### src/rtl/bm_if_expand_pkg.sv
// Shared constants and state encoding for the conditional-capture transmit driver.
package bm_if_expand_pkg;

  localparam int unsigned BM_BITS = 2;
  localparam int unsigned HC_W    = 4;

  typedef enum logic [1:0] {
    ST_IDLE  = 2'b00,
    ST_SEND  = 2'b01,
    ST_HOLD  = 2'b10,
    ST_CLEAR = 2'b11
  } state_t;

endpackage

### src/rtl/bm_if_expand_hold_cnt.sv
// Loadable down-counter timing the hold window after each load strobe.
module bm_if_expand_hold_cnt
  import bm_if_expand_pkg::*;
(
  input  logic            clock,
  input  logic            reset_n,
  input  logic            load_i,
  input  logic [HC_W-1:0] load_val_i,
  input  logic            dec_i,
  output logic            zero_o
);

  logic [HC_W-1:0] cnt_q, cnt_d;

  // Load takes priority over decrement; decrement saturates at zero.
  always_comb begin
    cnt_d = cnt_q;
    if (load_i) begin
      cnt_d = load_val_i;
    end else if (dec_i && (cnt_q != '0)) begin
      cnt_d = cnt_q - 1'b1;
    end
  end

  // Counter register with synchronous active-low reset.
  always_ff @(posedge clock) begin
    if (!reset_n) begin
      cnt_q <= '0;
    end else begin
      cnt_q <= cnt_d;
    end
  end

  assign zero_o = (cnt_q == '0);

endmodule

### src/rtl/bm_if_expand_tx.sv
// Transmit driver: accepts symbols over valid/ready and emits load strobe,
// hold window and clear pulses toward a conditional-capture receiver.
module bm_if_expand_tx
  import bm_if_expand_pkg::*;
#(
  parameter int unsigned BITS     = BM_BITS,
  parameter int unsigned HOLD_CYC = 2,
  parameter int unsigned CNT_W    = 4
) (
  input  logic             clock,
  input  logic             reset_n,
  input  logic [BITS-1:0]  sym_in,
  input  logic             sym_valid,
  output logic             sym_ready,
  input  logic             clear_req,
  output logic [BITS-1:0]  a_out,
  output logic [BITS-1:0]  b_out,
  output logic             c_out,
  output logic             d_out,
  output logic             busy,
  output logic [CNT_W-1:0] sent_count
);

  localparam logic [HC_W-1:0] HOLD_LOAD = HC_W'(HOLD_CYC - 1);

  state_t           state_q, state_d;
  logic             clr_pend_q, clr_pend_d;
  logic [BITS-1:0]  a_q, a_d, b_q, b_d;
  logic             c_q, c_d, d_q, d_d, busy_q, busy_d;
  logic [CNT_W-1:0] cnt_q, cnt_d;
  logic             hc_load, hc_dec, hc_zero;
  logic             pend_now;

  bm_if_expand_hold_cnt u_hold_cnt (
    .clock      (clock),
    .reset_n    (reset_n),
    .load_i     (hc_load),
    .load_val_i (HOLD_LOAD),
    .dec_i      (hc_dec),
    .zero_o     (hc_zero)
  );

  // A request arriving on the last SEND/HOLD cycle still merges into the
  // pending pulse so the clear follows the hold window without an IDLE gap.
  assign pend_now  = clr_pend_q | clear_req;
  assign sym_ready = (state_q == ST_IDLE) && !clear_req && !clr_pend_q && reset_n;

  // Next-state logic; registered outputs are decoded from the next state so
  // they line up with the state they describe.
  always_comb begin
    state_d    = state_q;
    hc_load    = 1'b0;
    hc_dec     = 1'b0;
    clr_pend_d = clr_pend_q;
    cnt_d      = cnt_q;
    a_d        = a_q;
    b_d        = b_q;
    c_d        = 1'b1;
    d_d        = 1'b0;

    case (state_q)
      ST_IDLE: begin
        if (clear_req || clr_pend_q) begin
          state_d = ST_CLEAR;
        end else if (sym_valid) begin
          state_d = ST_SEND;
        end
      end
      ST_SEND: begin
        if (clear_req) clr_pend_d = 1'b1;
        if (HOLD_CYC > 0) begin
          hc_load = 1'b1;
          state_d = ST_HOLD;
        end else if (pend_now) begin
          state_d = ST_CLEAR;
        end else begin
          state_d = ST_IDLE;
        end
      end
      ST_HOLD: begin
        if (clear_req) clr_pend_d = 1'b1;
        if (hc_zero) begin
          state_d = pend_now ? ST_CLEAR : ST_IDLE;
        end else begin
          hc_dec = 1'b1;
        end
      end
      ST_CLEAR: begin
        state_d = ST_IDLE;
      end
      default: begin
        state_d = ST_IDLE;
      end
    endcase

    case (state_d)
      ST_IDLE: begin
        a_d = '0;
        b_d = '0;
      end
      ST_SEND: begin
        a_d   = sym_in;
        b_d   = '1;
        d_d   = 1'b1;
        cnt_d = cnt_q + 1'b1;
      end
      ST_HOLD: begin
      end
      ST_CLEAR: begin
        a_d        = '0;
        b_d        = '0;
        c_d        = 1'b0;
        clr_pend_d = 1'b0;
      end
      default: begin
      end
    endcase

    busy_d = (state_d != ST_IDLE) || clr_pend_d;
  end

  // State and output registers; reset aborts any transfer in flight.
  always_ff @(posedge clock) begin
    if (!reset_n) begin
      state_q    <= ST_IDLE;
      clr_pend_q <= 1'b0;
      a_q        <= '0;
      b_q        <= '0;
      c_q        <= 1'b0;
      d_q        <= 1'b0;
      busy_q     <= 1'b0;
      cnt_q      <= '0;
    end else begin
      state_q    <= state_d;
      clr_pend_q <= clr_pend_d;
      a_q        <= a_d;
      b_q        <= b_d;
      c_q        <= c_d;
      d_q        <= d_d;
      busy_q     <= busy_d;
      cnt_q      <= cnt_d;
    end
  end

  assign a_out      = a_q;
  assign b_out      = b_q;
  assign c_out      = c_q;
  assign d_out      = d_q;
  assign busy       = busy_q;
  assign sent_count = cnt_q;

endmodule

### config.mk
export PLATFORM = sky130hd
export DESIGN_NAME = bm_if_expand_tx
export DESIGN_NICKNAME = d
export VERILOG_FILES = /design/src/rtl/bm_if_expand_pkg.sv /design/src/rtl/bm_if_expand_hold_cnt.sv /design/src/rtl/bm_if_expand_tx.sv
export SDC_FILE = /design/constraint.sdc
export NUM_CORES = 1
export LEC_CHECK = 0
export ABC_CLOCK_PERIOD_IN_PS = 3240
export BUFFER_PORTS_ARGS = -buffer_cell sky130_fd_sc_hd__buf_2
export CORE_ASPECT_RATIO = 0.9
export CORE_MARGIN = 5
export CORE_UTILIZATION = 52
export DETAILED_ROUTE_END_ITERATION = 16
export PLACE_DENSITY = 0.81
export SYNTH_ARGS = -nofsm -noshare
export SYNTH_HDL_FRONTEND = slang
export SYNTH_SLANG_ARGS = --single-unit
### constraint.sdc
create_clock -name clock -period 3.24 [get_ports clock]
set_input_delay 0.324 -clock clock [delete_from_list [all_inputs] [get_ports clock]]
set_output_delay 0.324 -clock clock [all_outputs]
set_load 0.03 [all_outputs]
==> run metrics <==
Req. time, crit path 3430 ps; Setup WS pre-CTS 574 ps; post-layout min period 2660 ps; Highest Clock Rate 0.376 GHz; initial antenna violation count 0; kind of critical path flip-flop to flip-flop; critical path arrival 2850 ps; Post-Syn Area 893 µm²; Post CTS Setup Buffer Count 0; FILL cells 157; largest net degree at the start of global routing 17; Final Max Slew Viols 0; CORE AREA 1650 µm²; clk_lat worst skew 290 ps; hold_sp sym_in[1]; register area share after synthesis 38.1%; worst-margin pin slew 393 ps; IO Count 18; dominant cells by area after synthesis dfxtp_1, ha_1, nor2b_1; drt total wl 1.61 mm; Sw Share 45.4%; Critical R2R Launch u_hold_cnt.cnt_q[0]; Die W 53.7 µm; synth warn 0; complex-gate fraction of the synthesized area 10.9%; peak supply drop 0.559 mV; crit end category flip-flop; Starting Density 54.3%; fin cells 136; dpl hpwl 1.25 mm; clock buffer depth 2; Hold Violations, Final 0; global-route wire length before repair 2.85 mm; layout cell share with drive strength beyond 1 24.1%; Mapped Cells 94; First DRT Iteration DRCs 5; Worst Setup SP u_hold_cnt.cnt_q[0]; Via density 4.99; ys async rst share 0%; mean post-synth cell area 9.50 µm²; Clock power frac 10.7%; setup ws final 579 ps; top-area cell type share of the netlist area 38.1%; Overall Global Routing Usage 14.3%; Clock Skew 1.85 ps; Max Cap Viol 0; clock slew at reported path FFs 90 ps; Combinational Power Share 58.3%; area share of and/or/nand/nor cells after synthesis 26.2%; Hold/Removal Path Class input port to flip-flop; status finished clean; area delta synth->final 13.4%; Synth Area in XOR/XNOR 2.94%; # placed instances 132; IO Port Bufs 17; GPL Wtd Cong 0.716; worst-path fanout max 8; leakage 0.466 nW; Avg WL per Cell 11.8 µm; RSZ-0062 raised after global routing no; mux cell area share after synthesis 2.24%; Worst slew margin 73.4%; Seq pwr share 31.1%; Setup violations, final 0; setup_tns 0 ps; number of flops mapped to enable cells by yosys 0; leading area contributor after synthesis dfxtp_1; Netlist cell types 33; crit path launch type flip-flop; cts hold-fix bufs 0; flops & latches, synth 17; Congestion Overflow GR 0; reg2reg setup slack 580 ps; H-tree depth 1; DRC violation count after routing 0; CTS resizes 0; Power Dens Cells 1020 nW/µm²; Root Buffer clkbuf_4; TritonCTS clock tree yes; Syn Nets 111; Net Switching 471 µW; Die ar. 2650 µm²; Period Utilization, post-route 82.1%; FP Rows 14; CTS sink cnt 17; TritonCTS Buffers 3; drt pass-1 iters 2; Layout Nets 130; Vias 678; die extent in y 49.3 µm; Antenna diodes 0; Cell Int Power 567 µW; Final ANT Viol Nets 0; vias in the first global route 696; dominant synthesized flop cell dfxtp_1; main combinational cell family by area after synthesis simple AND/OR/NAND/NOR gates; Synth Area in Adders 15.4%
-- power by group through the flow --
stage	registers, mW	clock network [mW]	logic (mW)
detailed placement	0.327	0	0.607
finish	0.323	0.111	0.605
CTS	0.322	0.115	0.611
global route	0.333	0.126	0.684
global placement	0.323	0	0.589
floorplan	0.386	0	0.440
-- sequential cells by signal, indices dropped and copies added, names as in the netlist --
| register | flops |
|---|---|
| u_hold_cnt.cnt_q | 4 |
| sent_count | 4 |
| c_out | 1 |
| d_out | 1 |
| b_out | 1 |
| a_out | 2 |
| clr_pend_q | 1 |
| state_q | 2 |
| busy | 1 |
-- layer usage --
layer	vias up	track usage, %	part of all wire [%]
met2	10	25.6	50
met1	306	15.5	45
met4	0	5.11	0.68
met3	2	3.67	3.6
li1	360	-	-
met5	-	0	0
-- final timing paths --
kind,end,cells after the start
setup / recovery,sent_count[3],9
hold / removal,a_out[1],3
setup reg to reg,sent_count[3],9
hold reg to reg,u_hold_cnt.cnt_q[2],2
-- per-stage QoR --
stage,power [mW],hold slack (ps),utilization (%),cell area [µm²]
after floorplan,0.826,450,-,893
after global placement,0.912,481,59.9,986
after detailed placement,0.934,497,59.9,986
after CTS,1.05,284,61.6,1010
after global routing,1.14,287,61.6,1010
final,1.04,293,61.6,1010
-- critical path, cell delays in order (launching register included) --
cell	delay (ps)
dfxtp_1	320
inv_1	100
ha_1	160
or3b_1	480
or4_4	530
a31oi_1	260
ha_1	300
nand4_1	130
xnor2_1	140
and2_1	150
-- cell families (layout without fill, tap and decap cells) --
| logic type | after synthesis | after routing |
|---|---|---|
| fa+ha+maj | 11 | 11 |
| compound gates | 15 | 15 |
| flops | 17 | 17 |
| mux | 2 | 2 |
| simple gates | 39 | 39 |
| xor+xnor | 3 | 3 |
| buf+inv | 7 | 25 |
-- Yosys cell counts, types with 2 or more instances --
cell     count
inv_1        4
mux2i_1      2
nor2_1       4
a22oi_1      2
ha_1        11
nor2b_1      8
a21oi_1      5
nor3_1       3
xnor2_1      2
nand2_1      5
dfxtp_1     17
o21ai_0      3
and3_2       2
and2_1       7
-- area by class of cell --
type,instances,area (µm²),area share (%)
multi-input cells,70,515,50.9
flip-flops and latches,17,340,33.6
repair buffers,17,85.1,8.40
well taps,24,30.0,2.96
clock buffers,3,22.5,2.22
inverters,4,15.0,1.48
clock inverters,1,5.00,0.494
-- placed cells by master, fill, tap and decap left out, drive strengths merged, types with 2 or more instances in the layout --
master,instances
dfxtp,17
buf,17
ha,11
nor2b,8
and2,7
nand2,5
a21oi,5
inv,4
nor2,4
o21ai,3
nor3,3
clkbuf,3
and3,3
mux2i,2
a22oi,2
xnor2,2
or3b,2
a31o,2
(Power assumes the default switching activity.)
